### src/rtl/uni_stream_decoder_pkg.sv
// Shared types, default sizes and the scale/saturate helper for the unary stream decoder.
package uni_stream_decoder_pkg;

    typedef enum logic [1:0] {
        IDLE = 2'd0,
        RUN  = 2'd1,
        DONE = 2'd2
    } decStateT;

    localparam int DEFAULT_WINDOW_LOG2 = 8;
    localparam int DEFAULT_OUT_W       = 8;

    // Arithmetic right shift followed by a clamp into [lo, hi]; unipolar callers pass
    // non-negative raw values, so the shift behaves as a plain logical shift for them.
    function automatic int scaleSat(input int raw, input int shift, input int lo, input int hi);
        int scaled;
        int result;
        scaled = raw >>> shift;
        result = scaled;
        if (scaled > hi) begin
            result = hi;
        end else if (scaled < lo) begin
            result = lo;
        end
        return result;
    endfunction

endpackage

### src/rtl/uni_ones_counter.sv
// Ones/sample counter for one decode window; last flags the sample that closes the window.
module uni_ones_counter
    import uni_stream_decoder_pkg::*;
#(
    parameter int WINDOW_LOG2 = DEFAULT_WINDOW_LOG2
) (
    input  logic                   clk,
    input  logic                   rst_n,
    input  logic                   load,
    input  logic                   en,
    input  logic                   iBit,
    output logic [WINDOW_LOG2:0]   count,
    output logic                   last
);

    logic [WINDOW_LOG2-1:0] sampleCnt;

    // A load takes sample 0 of a fresh window; the sample counter wraps naturally.
    always_ff @(posedge clk or negedge rst_n) begin
        if (!rst_n) begin
            count     <= '0;
            sampleCnt <= '0;
        end else if (load) begin
            count     <= (WINDOW_LOG2+1)'(iBit);
            sampleCnt <= WINDOW_LOG2'(1);
        end else if (en) begin
            count     <= count + (WINDOW_LOG2+1)'(iBit);
            sampleCnt <= sampleCnt + WINDOW_LOG2'(1);
        end
    end

    assign last = (sampleCnt == {WINDOW_LOG2{1'b1}});

endmodule

### src/rtl/uni_stream_decoder.sv
// Decodes a unary bitstream by counting ones over 2^WINDOW_LOG2 cycles, with a valid/ready result.
// Optional feature: define UNI_STREAM_DECODER_BIPOLAR_EN for a bipolar stream and a two's complement oVal.
module uni_stream_decoder
    import uni_stream_decoder_pkg::*;
#(
    parameter int WINDOW_LOG2 = DEFAULT_WINDOW_LOG2,
    parameter int OUT_W       = DEFAULT_OUT_W
) (
    input  logic              clk,
    input  logic              rst_n,
    input  logic              iBit,
    input  logic              start,
    output logic              busy,
    output logic [OUT_W-1:0]  oVal,
    output logic              oValid,
    input  logic              oReady
);

    localparam int N     = 1 << WINDOW_LOG2;
    localparam int SHIFT = WINDOW_LOG2 - OUT_W;

    decStateT               state;
    decStateT               stateNext;
    logic                   loadCnt;
    logic                   enCnt;
    logic                   latchVal;
    logic                   last;
    logic [WINDOW_LOG2:0]   count;
    logic [WINDOW_LOG2:0]   finalCount;
    logic [OUT_W-1:0]       scaledVal;

    uni_ones_counter #(
        .WINDOW_LOG2 (WINDOW_LOG2)
    ) uCounter (
        .clk   (clk),
        .rst_n (rst_n),
        .load  (loadCnt),
        .en    (enCnt),
        .iBit  (iBit),
        .count (count),
        .last  (last)
    );

    // The result is latched in the same cycle as the final sample, so that sample is added here.
    assign finalCount = count + (WINDOW_LOG2+1)'(iBit);

`ifdef UNI_STREAM_DECODER_BIPOLAR_EN
    assign scaledVal = OUT_W'(scaleSat(int'(finalCount) - N / 2, SHIFT,
                                       -(1 << (OUT_W - 1)), (1 << (OUT_W - 1)) - 1));
`else
    assign scaledVal = OUT_W'(scaleSat(int'(finalCount), SHIFT, 0, (1 << OUT_W) - 1));
`endif

    always_ff @(posedge clk or negedge rst_n) begin
        if (!rst_n) begin
            state <= IDLE;
        end else begin
            state <= stateNext;
        end
    end

    // A DONE result is only released by oReady; start alone never overwrites it.
    always_comb begin
        stateNext = state;
        loadCnt   = 1'b0;
        enCnt     = 1'b0;
        latchVal  = 1'b0;
        case (state)
            IDLE: begin
                if (start) begin
                    loadCnt   = 1'b1;
                    stateNext = RUN;
                end
            end
            RUN: begin
                enCnt = 1'b1;
                if (last) begin
                    latchVal  = 1'b1;
                    stateNext = DONE;
                end
            end
            DONE: begin
                if (oReady) begin
                    if (start) begin
                        loadCnt   = 1'b1;
                        stateNext = RUN;
                    end else begin
                        stateNext = IDLE;
                    end
                end
            end
            default: begin
                stateNext = IDLE;
            end
        endcase
    end

    always_ff @(posedge clk or negedge rst_n) begin
        if (!rst_n) begin
            oVal <= '0;
        end else if (latchVal) begin
            oVal <= scaledVal;
        end
    end

    assign busy   = (state == RUN);
    assign oValid = (state == DONE);

endmodule
### config.mk
export PLATFORM = sky130hd
export DESIGN_NAME = uni_stream_decoder
export DESIGN_NICKNAME = d
export VERILOG_FILES = /design/src/rtl/uni_stream_decoder_pkg.sv /design/src/rtl/uni_ones_counter.sv /design/src/rtl/uni_stream_decoder.sv
export SDC_FILE = /design/constraint.sdc
export NUM_CORES = 1
export LEC_CHECK = 0
export ABC_AREA = 1
export CORE_ASPECT_RATIO = 1.2
export CORE_MARGIN = 1.5
export CORE_UTILIZATION = 50
export DETAILED_ROUTE_END_ITERATION = 16
export GPL_TIMING_DRIVEN = 0
export HOLD_SLACK_MARGIN = 0.12
export PLACE_DENSITY_LB_ADDON = 0.15
export SYNTH_ARGS = -nofsm -noshare
export SYNTH_HDL_FRONTEND = slang
export SYNTH_SLANG_ARGS = --single-unit
### constraint.sdc
create_clock -name clk -period 3.2 [get_ports clk]
set_input_delay 0.96 -clock clk [delete_from_list [all_inputs] [get_ports clk]]
set_output_delay 0.96 -clock clk [all_outputs]
set_load 0.02 [all_outputs]
# Word level (Yosys, flattened, before mapping)
# Index checks and enable logic that the tools add are counted.
# W data, S select, Z words.
totals:
  output_inout_bits: 10
  regBits: 27
  elab_cells: 34
op_classes:
  magnitude_cmp: 2
  n_eq_ne: 6
  n_mux: 17
  reduce_logical: 3
  n_addsub: 2
op_table:
  columns: ["operator", "count"]
  rows:
  - ["$mux W8", 4]
  - ["$mux W9", 2]
  - ["$add A9 B1 Y9", 1]
  - ["$gt A9 B8 Y1 const B", 1]
  - ["$lt A9 B1 Y1 const B", 1]
  - ["$add A8 B1 Y8 const B", 1]
  - ["$eq A8 B8 Y1 const B", 1]
  - ["$mux W1", 6]
  - ["$mux W2", 3]
  - ["$pmux W2 S3", 1]
  - ["$ne A2 B1 Y1 const B", 2]
  - ["$reduce_and A3 Y1", 1]
  - ["$eq A2 B1 Y1 const B", 1]
  - ["$eq A2 B2 Y1 const B", 1]
  - ["$logic_not A2 Y1", 1]
  - ["$ne A2 B2 Y1 const B", 1]
  - ["$pmux W1 S2", 1]
  - ["$reduce_bool A2 Y1", 1]

# Longest topological paths before layout
# Gate-level depths: netlist of the first run.
depth:
  depth_word: 4
  depth_mapped: 10
  ltp_nobuf: 10

# Hierarchy
# From an unflattened synthesis of the first run, not the netlist that was laid out.
hier_totals:
  hier_cells: 218
  hier_area_um2: 1617.8
by_module_without_submodules:
  columns: ["module", "cells_per_inst", "seq_area_each_um2", "area_per_inst_um2", "n_inst"]
  rows:
  - ["uni_ones_counter", 117, 425.4, 912.1, 1]
  - ["uni_stream_decoder", 101, 250.2, 705.7, 1]

# Worst setup path after synthesis of the first run
# No wires, ideal clock.
synth_path:
  path_kind: "in2reg"
  start: "in iBit"
  end: "reg oVal[4]"
  arrival_time_ps: 1872
  t_required_ps: 3083
  path_buffers: 0
  slack_ps: 1211
  path_stages: 9
  path_cell_list: "ha_1 ha_1 nand2_2 nor2_4 nand3_2 nand2_4 nand2_1 nand2_1 nand2_1"
synth_between:
  elab_chain_len: 4
  word_cells_on_any_way: 5
synth_lines:
  columns: ["element", "line", "source"]
  rows:
  - ["start, declared", "uni_stream_decoder.sv:11", "input logic iBit,"]
  - ["$add A9 B1 Y9 (*)", "uni_stream_decoder.sv:45", "assign finalCount = count + (WINDOW_LOG2+1)'(iBit);"]
  - ["$lt A9 B1 Y1", "uni_stream_decoder_pkg.sv:22", "end else if (scaled < lo) begin"]
  - ["$mux W8", "uni_stream_decoder_pkg.sv:22", null]
  - ["$mux W8 (*)", "uni_stream_decoder_pkg.sv:20", "if (scaled > hi) begin"]
  - ["end signal, assigned", "uni_stream_decoder.sv:102", "oVal <= scaledVal;"]
  - ["end, declared", "uni_stream_decoder.sv:14", "output logic [OUT_W-1:0] oVal,"]
# Mark *: on every way between the ends. The rest lies on a longest branch, timed or not.
# A chain may end at the register's enable or synchronous reset.

# Worst setup path in the final report of the first run
layout_path:
  start: "reg state[1]"
  end: "out busy"
layout_between:
  elab_chain_len: 1
layout_lines:
  columns: ["element", "line", "source"]
  rows:
  - ["start, declared", "uni_stream_decoder.sv:22", "decStateT state;"]
  - ["start signal, assigned", "uni_stream_decoder.sv:58", "state <= stateNext;"]
  - ["$eq A2 B1 Y1", "uni_stream_decoder.sv:106", "assign busy = (state == RUN);"]
  - ["end, declared", "uni_stream_decoder.sv:13", "output logic busy,"]
# No other way between the ends.

==> flow_metrics.env, run 1 <==
export IMPL_cts_max_level=1
export IMPL_stdcell_area_um2=1590
export IMPL_hold_ws_ns=0.496
export IMPL_postCtsHoldBufs=0
export IMPL_hold_viol_final=0
export IMPL_post_cts_buffers=0
export IMPL_fmax_mhz=372
export IMPL_holdCritStartpoint="oVal[7]"
export IMPL_post_route_period_util=0.841
export IMPL_path_clk_slew_ns=0.15
export IMPL_drc_errors=0
export IMPL_cts_sinks=27
export IMPL_syn_inst=171
export IMPL_die_area_um2=3100
export IMPL_slew_headroom=0.610
export IMPL_synth_area_um2=1390
export IMPL_pwr_share_clk=0.142
export IMPL_rsz0062_at_grt="false"
export IMPL_tightest_slew_ns=0.584
export IMPL_grt_max_degree=28
export IMPL_yosys_warnings=0
export IMPL_synth_edff_count=0
export IMPL_r2r_end="oVal[5]"
export IMPL_vias_per_cell=5.15
export IMPL_combPwrFrac=0.352
export IMPL_place_congestion=0.788
export IMPL_critPathCapture="busy"
export IMPL_timing_final_ws_setup_ns=0.510
export IMPL_layout_cells_non_filler=222
export IMPL_cp_max_fo=8
export IMPL_detailed_place_hpwl_um=2060
export IMPL_hold_path_class="reg2reg"
export IMPL_synth_nets=179
export IMPL_numCtsBuffers=3
export IMPL_swShare=0.399
export IMPL_end_kind="primary output"
export IMPL_power_frac_seq=0.506
export IMPL_synthArstFlopShare=1.00
export IMPL_seq_area_frac_synth=0.486
export IMPL_die_x_um=51.1
export IMPL_clockBufferDepth=2
export IMPL_finalCriticalPeriod_ns=2.69
export IMPL_ys_ff_latch=27
export IMPL_timing_reg2reg_worst_path_depth=9
export IMPL_clockRootBuffer="clkbuf_4"
export IMPL_clk_insertion_delay_late_ns=0.32
export IMPL_drv_cap=0
export IMPL_cp_start_kind="flop"
export IMPL_final_setup_viol_count=0
export IMPL_switchingPower_mw=0.414
export IMPL_drt_iter0_drc=19
export IMPL_grt_first_pass_wirelength_um=4820
export IMPL_core_area_um2=2580
export IMPL_yosysUniqueCellTypes=25
export IMPL_tns_ns=0
export IMPL_drv_slew=0
export IMPL_start_util=0.539
export IMPL_status="finished clean"
export IMPL_pre_cts_ws_ns=0.511
export IMPL_vdd_drop_max_uv=423
export IMPL_area_growth_pct=14.7
export IMPL_synth_flop_cell="dfrtp_1"
export IMPL_port_buffers=14
export IMPL_grt_pass1_vias=1150
export IMPL_r2r_start="uCounter.count[0]"
export IMPL_grt_overflow_total=0
export IMPL_place_area_um2=1570
export IMPL_cp_required_ns=2.24
export IMPL_intPower_mw=0.625
export IMPL_layout_drive_gt1_share=0.116
export IMPL_fin_skew_ns=0.00642
export IMPL_die_height_um=60.7
export IMPL_critPathArrivalTime_ns=1.73
export IMPL_p_per_area_nw_per_um2=653
export IMPL_via_count=1143
export IMPL_nets=198
export IMPL_drtPass1Iterations=4
export IMPL_fin_util=0.618
export IMPL_crit_start="state[1]"
export IMPL_io_pins=15
export IMPL_leakagePower_nw=0.785
export IMPL_reg2reg_slack_ns=1.65
export IMPL_syn_avg_cell_area_um2=8.12
export IMPL_fp_row_count=20
export IMPL_cts_tree="built"
export IMPL_antenna_cells=0
export IMPL_post_cts_resized=0
export IMPL_grt_use_total=0.208
export IMPL_ant_nets=0
export IMPL_wl_per_cell_um=12.0
export IMPL_wl_um=2680
export IMPL_antenna_found_initial=0
export IMPL_placed_cells=218
export IMPL_finalPower_mw=1.04
export IMPL_path_class="reg2out"
-- sequential cells by signal (all words and copies together) (netlist names) --
name                count
uCounter.count          9
oVal                    8
uCounter.sampleCnt      8
state                   2
-- layout make-up --
type	instances	area (µm²)
Fill cell	223	985
Sequential cell	27	676
Multi-Input combinational cell	124	626
Timing Repair Buffer	14	135
Inverter	18	75.1
Tap cell	33	41.3
Clock buffer	3	22.5
Buffer	2	12.5
Clock inverter	1	5.00
-- worst max-delay path, cell delays in order (launching register included) --
cell	delay [ns]
dfrtp_1	0.41
inv_1	0.09
nand2_2	0.15
inv_4	0.14
clkdlybuf4s50_1	0.61
-- worst min path at each step --
stage	depth (start not counted)	end	slack (ns)
after CTS	2	oVal[7]	0.50
after detailed placement	2	oVal[7]	0.46
after global placement	2	oVal[6]	0.46
after floorplan	2	uCounter.sampleCnt[1]	0.49
after global routing	2	oVal[4]	0.53
final	2	oVal[7]	0.50
-- cell families after synthesis --
family          synth area share
compound gates            0.0703
xor+xnor                  0.0189
fa+ha+maj                 0.0270
buf+inv                   0.0631
flops                      0.486
simple gates               0.334
-- placed cells by master, fill, tap and decap left out --
master            n
xor2_1            2
nand2_1          61
nor2_4            2
nor3_1            3
o21a_1            1
inv_4             1
inv_1            15
nand3_1          14
clkbuf_4          3
nor2_2            1
buf_2             2
nand4_4           1
o21ai_0           5
o22ai_1           6
ha_1              3
buf_4             1
nor2_1           11
nand2_2           6
nand3_2           1
a21oi_1           4
o211ai_1          1
xnor2_1           1
nand2_4           1
clkinv_2          1
clkdlybuf4s50_1  13
inv_2             1
clkinv_4          1
dfrtp_1          27
-- synth_stat cells, types with 2 or more instances --
library cell | n | share of area
dfrtp_1 | 27 | 0.49
nor2_1 | 11 | 0.030
ha_1 | 3 | 0.027
o21ai_0 | 5 | 0.018
o22ai_1 | 6 | 0.027
nor2_4 | 2 | 0.016
nand2_2 | 6 | 0.027
inv_1 | 15 | 0.041
xor2_1 | 2 | 0.013
nand3_1 | 14 | 0.050
nand2_1 | 61 | 0.16
a21oi_1 | 4 | 0.014
nor3_1 | 3 | 0.011
-- power by group through the flow --
stage | clock network (mW) | registers, mW | logic [mW]
global route | 0.166 | 0.541 | 0.425
floorplan | 0 | 0.514 | 0.293
detailed placement | 0 | 0.532 | 0.372
global placement | 0 | 0.527 | 0.351
finish | 0.148 | 0.526 | 0.366
CTS | 0.154 | 0.525 | 0.374
-- layer usage --
layer | up-vias | wire length [µm] | track usage
met1 | 550 | 1170 | 0.233
met4 | 0 | 10 | 0.0695
li1 | 583 | - | -
met3 | 2 | 42 | 0.0296
met2 | 8 | 1460 | 0.403
met5 | - | 0 | 0
Power figures use the tool's default switching activity.
==> run 2: changes to the inputs <==
--- a/config.mk
+++ b/config.mk
@@ -8,7 +8,7 @@
 export ABC_AREA = 1
 export CORE_ASPECT_RATIO = 1.2
 export CORE_MARGIN = 1.5
-export CORE_UTILIZATION = 50
+export CORE_UTILIZATION = 49
 export DETAILED_ROUTE_END_ITERATION = 16
 export GPL_TIMING_DRIVEN = 0
 export HOLD_SLACK_MARGIN = 0.12
==> constraint.sdc (replaced) <==
create_clock -name clk -period 2.3 [get_ports clk]
set_input_delay 0.69 -clock clk [delete_from_list [all_inputs] [get_ports clk]]
set_output_delay 0.69 -clock clk [all_outputs]
set_load 0.02 [all_outputs]
==> run 2 against run 1 <==
Clock power is 36% higher. Global-route usage decreased by 0.55 points. Combinational power up 39%. Critical path type unchanged. Largest cell class unchanged. Highest routed layer unchanged.
==> flow_metrics.env, run 2 (synthesis gave the netlist of run 1 again) <==
export IMPL_crit_chain="nor2_1 > clkdlybuf4s50_1"
export IMPL_place_congestion=0.855
export IMPL_rsz0062_at_grt="false"
export IMPL_clockBufferDepth=2
export IMPL_final_cell_mix="nand2_1 (61), dfrtp_1 (27), inv_1 (15)"
export IMPL_grt_overflow_total=0
export IMPL_start_util=0.534
export IMPL_post_route_period_util=0.956
export IMPL_path_clk_slew_ns=0.13
export IMPL_drt_iter0_drc=13
export IMPL_die_height_um=61.3
export IMPL_core_area_um2=2600
export IMPL_layout_drive_gt1_share=0.106
export IMPL_via_count=1141
export IMPL_p_per_area_nw_per_um2=904
export IMPL_drv_cap=0
export IMPL_port_buffers=14
export IMPL_cp_start_kind="flop"
export IMPL_crit_buf_inv=1
export IMPL_fp_row_count=20
export IMPL_drtPass1Iterations=4
export IMPL_drv_slew=0
export IMPL_cp_max_fo=3
export IMPL_nets=198
export IMPL_slowest_delay_ns=0.63
export IMPL_slew_headroom=0.218
export IMPL_fin_util=0.613
export IMPL_fin_skew_ns=0.00769
export IMPL_detailed_place_hpwl_um=2060
export IMPL_vdd_drop_max_uv=625
export IMPL_cp_required_ns=1.61
export IMPL_tightest_slew_ns=1.17
export IMPL_ant_nets=0
export IMPL_numCtsBuffers=3
export IMPL_wl_um=2660
export IMPL_path_class="reg2out"
export IMPL_clockRootBuffer="clkbuf_4"
export IMPL_antenna_found_initial=0
export IMPL_final_setup_viol_count=0
export IMPL_clk_insertion_delay_late_ns=0.32
export IMPL_hold_path_class="reg2reg"
export IMPL_nFillCells=249
export IMPL_fmax_mhz=455
export IMPL_leakagePower_nw=0.781
export IMPL_grt_max_degree=28
export IMPL_area_growth_pct=14.9
export IMPL_io_pins=15
export IMPL_grt_use_total=0.202
export IMPL_cts_sinks=27
export IMPL_vias_per_cell=5.14
export IMPL_finalCriticalPeriod_ns=2.20
export IMPL_die_x_um=51.6
export IMPL_critPathArrivalTime_ns=1.51
export IMPL_hold_viol_final=0
export IMPL_largest_register_ffs=9
export IMPL_die_area_um2=3160
export IMPL_cts_tree="built"
export IMPL_antenna_cells=0
export IMPL_end_kind="primary output"
export IMPL_cts_max_level=1
export IMPL_status="finished clean"
export IMPL_tns_ns=0
export IMPL_grt_pass1_vias=1160
export IMPL_cp_slowest_cell="clkdlybuf4s50_1"
export IMPL_top_register="uCounter.count"
export IMPL_layout_commonest_cell="nand2_1"
export IMPL_cpLargestDelayFamily="buffers and inverters"
export IMPL_post_cts_buffers=0
export IMPL_reg_top3="uCounter.count x9, oVal x8, uCounter.sampleCnt x8"
export IMPL_wl_per_cell_um=12.0
export IMPL_grt_first_pass_wirelength_um=4770
export IMPL_hold_ws_ns=0.494
export IMPL_drc_errors=0
## run 2: cell count changes in the layout (fill, tap and decap cells not counted)
cell           before  now
buf_2               2    1
clkbuf_1            0    1
clkinv_2            1    0
dlygate4sd2_1       0    1
## run 2: stage by stage
| stage | setup WS [ns] | cells | power, mW | area [µm²] |
|---|---|---|---|---|
| after detailed placement | -0.0982 | 218 | 1.26 | 1570 |
| after CTS | 0.0842 | 222 | 1.46 | 1600 |
| final | 0.101 | 222 | 1.44 | 1600 |
| after global placement | -0.0657 | 218 | 1.23 | 1570 |
| after global routing | 0.0344 | 222 | 1.58 | 1600 |
| after floorplan | 0.581 | 171 | 1.12 | 1390 |
## run 2: what timing repair did
| item | 4_1_cts | 5_1_grt |
|---|---|---|
| hold buffers | 0 | 0 |
| resized for setup | 1 | 0 |
| setup endpoints to repair | 1 | 0 |
## run 2: cell type report
type / count / area [µm²] / share of cell area
multi-input cells: 124 / 626 / 0.392
plain buffers: 2 / 12.5 / 0.00784
repair buffers: 14 / 139 / 0.0871
inverters: 18 / 75.1 / 0.0471
well taps: 33 / 41.3 / 0.0259
flip-flops and latches: 27 / 676 / 0.424
clock buffers: 4 / 26.3 / 0.0165
## run 2: metal layers
layer  global-route usage  vias to the layer above  share of wire
li1                     -                      587              -
met1                0.244                      530           0.43
met2                0.364                       20           0.53
met3               0.0291                        4          0.030
met4               0.0827                        0          0.011
met5                    0                        -              0
## run 2: power by group
group	switching, mW	internal, mW	leakage, nW
Clock	0.133	0.0678	0.0150
Combinational	0.313	0.195	0.458
Sequential	0.127	0.607	0.308
## run 2: path summary, 6_finish.rpt
check / from / end / slack, ns / cells after the start
hold / removal: oVal[7] / oVal[7] / 0.49 / 2
min in group asynchronous: rst_n / uCounter.count[5] / 0.97 / 1
setup reg to reg: uCounter.count[0] / oVal[4] / 0.75 / 9
setup / recovery: state[0] / oValid / 0.10 / 2
hold reg to reg: oVal[7] / oVal[7] / 0.49 / 2
max in group asynchronous: rst_n / oVal[2] / 0.63 / 1
## run 2: worst min-delay path: cells and delay by family (launching register included)
family	cells	cell delay [ns]
simple gates	2	0.10
flops	1	0.37
==> run 3: changes to the inputs <==
--- a/config.mk
+++ b/config.mk
@@ -12,7 +12,7 @@
 export DETAILED_ROUTE_END_ITERATION = 16
 export GPL_TIMING_DRIVEN = 0
 export HOLD_SLACK_MARGIN = 0.12
-export PLACE_DENSITY_LB_ADDON = 0.15
+export PLACE_DENSITY = 0.76
 export SYNTH_ARGS = -nofsm -noshare
 export SYNTH_HDL_FRONTEND = slang
 export SYNTH_SLANG_ARGS = --single-unit
==> run 3 against run 2 <==
Sequential power is 0.5% lower. Largest cell class unchanged. Largest power group unchanged. Critical endpoint unchanged. Sequential share of layout area is 0.10 points higher. Clock power is 3% higher. Register-to-register slack better by 0.03 ns. Cell area is 0.24% lower.
==> flow_metrics.env, run 3 (synthesis gave the netlist of run 1 again) <==
export IMPL_clockBufferDepth=2
export IMPL_final_setup_viol_count=0
export IMPL_postCtsHoldBufs=0
export IMPL_place_congestion=0.847
export IMPL_die_area_um2=3160
export IMPL_leakagePower_nw=0.783
export IMPL_fmax_mhz=451
export IMPL_drv_cap=0
export IMPL_layout_commonest_cell="nand2_1"
export IMPL_core_area_um2=2600
export IMPL_cp_slowest_cell="clkdlybuf4s50_1"
export IMPL_hold_viol_final=0
export IMPL_swShare=0.398
export IMPL_cp_required_ns=1.61
export IMPL_drc_errors=0
export IMPL_combPwrFrac=0.350
export IMPL_r2r_start="uCounter.count[0]"
export IMPL_cp_start_kind="flop"
export IMPL_cts_sinks=27
export IMPL_port_buffers=14
export IMPL_drt_iter0_drc=30
export IMPL_nets=198
export IMPL_timing_reg2reg_worst_path_depth=9
export IMPL_cts_tree="built"
export IMPL_io_pins=15
export IMPL_nFillCells=242
export IMPL_switchingPower_mw=0.574
export IMPL_clk_insertion_delay_late_ns=0.32
export IMPL_critPathArrivalTime_ns=1.53
export IMPL_end_kind="primary output"
export IMPL_timing_final_ws_setup_ns=0.0834
export IMPL_layout_drive_gt1_share=0.116
export IMPL_slew_headroom=0.601
export IMPL_finalCriticalPeriod_ns=2.22
export IMPL_grt_overflow_total=0
export IMPL_via_count=1139
export IMPL_r2r_end="oVal[3]"
export IMPL_grt_first_pass_wirelength_um=4460
export IMPL_drtPass1Iterations=4
export IMPL_numCtsBuffers=3
export IMPL_final_cell_mix="nand2_1 (61), dfrtp_1 (27), inv_1 (15)"
export IMPL_intPower_mw=0.868
export IMPL_top_register="uCounter.count"
export IMPL_clockRootBuffer="clkbuf_4"
export IMPL_pwr_share_clk=0.144
export IMPL_fin_skew_ns=0.00260
export IMPL_crit_start="state[0]"
export IMPL_slowest_delay_ns=0.62
export IMPL_reg_top3="uCounter.count x9, oVal x8, uCounter.sampleCnt x8"
export IMPL_largest_register_ffs=9
export IMPL_start_util=0.534
export IMPL_path_clk_slew_ns=0.15
export IMPL_crit_chain="nor2_1 > clkdlybuf4s50_1"
export IMPL_grt_pass1_vias=1059
export IMPL_detailed_place_hpwl_um=1990
export IMPL_grt_use_total=0.191
export IMPL_tightest_slew_ns=0.598
export IMPL_wl_per_cell_um=11.8
export IMPL_critPathCapture="oValid"
export IMPL_hold_path_class="in2async"
export IMPL_vdd_drop_max_uv=501
export IMPL_hold_ws_ns=0.346
export IMPL_antenna_found_initial=0
export IMPL_vias_per_cell=5.13
export IMPL_cp_max_fo=3
export IMPL_drv_slew=0
export IMPL_reg2reg_slack_ns=0.78
export IMPL_wl_um=2620
export IMPL_grt_max_degree=28
export IMPL_status="finished clean"
export IMPL_pre_cts_ws_ns=-0.0820
export IMPL_path_class="reg2out"
export IMPL_die_height_um=61.3
export IMPL_p_per_area_nw_per_um2=906
export IMPL_antenna_cells=0
export IMPL_power_frac_seq=0.506
export IMPL_cts_max_level=1
export IMPL_fp_row_count=20
export IMPL_rsz0062_at_grt="false"
export IMPL_area_growth_pct=14.6
export IMPL_ant_nets=0
export IMPL_post_route_period_util=0.964
export IMPL_die_x_um=51.6
-- run 3: changes by cell type in the layout (fill, tap and decap cells not counted) --
cell and delta:
clkinv_2 +1, clkdlybuf4s50_1 -1, clkbuf_1 -1, buf_2 +1
-- run 3: critical path, delay by kind of cell, from the launching register on --
kind                   cells  cell delay [ns]
buffers and inverters      1             0.62
flip-flops                 1             0.44
AND/OR/NAND/NOR            1             0.15
-- run 3: worst min path at each step --
stage	endpoint	startpoint	slack (ns)	cells past startpoint
floorplan	oVal[0]	rst_n	0.39	0
global placement	oVal[5]	oVal[5]	0.46	2
detailed placement	oVal[4]	oVal[4]	0.47	2
CTS	oVal[4]	oVal[4]	0.50	2
global route	uCounter.count[8]	rst_n	0.39	1
finish	uCounter.count[6]	rst_n	0.35	1
-- run 3: what timing repair did --
action	in CTS	in global routing
gates resized for setup	1	0
setup buffers	0	0
endpoints found under the setup margin	1	0
-- run 3: per-layer routing --
metal | global-route usage | up-vias | wire length, µm
li1 | - | 584 | -
met1 | 0.226 | 543 | 1190
met2 | 0.353 | 10 | 1360
met3 | 0.0218 | 2 | 52
met4 | 0.0789 | 0 | 14
met5 | 0 | - | 0
-- run 3: layout make-up --
type	instances	area (µm²)	share of cell area
Clock inverter	1	5.00	0.00314
Multi-Input combinational cell	124	626	0.393
Clock buffer	3	22.5	0.0142
Inverter	18	75.1	0.0472
Tap cell	33	41.3	0.0259
Timing Repair Buffer	14	134	0.0841
Buffer	2	12.5	0.00786
Sequential cell	27	676	0.425
-- run 3: stage by stage --
stage                     power (mW)  TNS (ns)  area, µm²  std cells   util
after floorplan                 1.12         0       1390        171      -
after global placement          1.23    -0.178       1570        218  0.603
after detailed placement        1.25    -0.542       1570        218  0.603
after CTS                       1.46         0       1600        222  0.613
after global routing            1.57         0       1590        222  0.612
final                           1.44         0       1590        222  0.612
-- run 3: power by group through the flow --
stage / combinational (mW) / sequential (mW) / clock, mW
CTS: 0.513 / 0.730 / 0.216
detailed placement: 0.511 / 0.741 / 0
global placement: 0.495 / 0.732 / 0
floorplan: 0.407 / 0.715 / 0
finish: 0.504 / 0.730 / 0.207
global route: 0.591 / 0.743 / 0.232
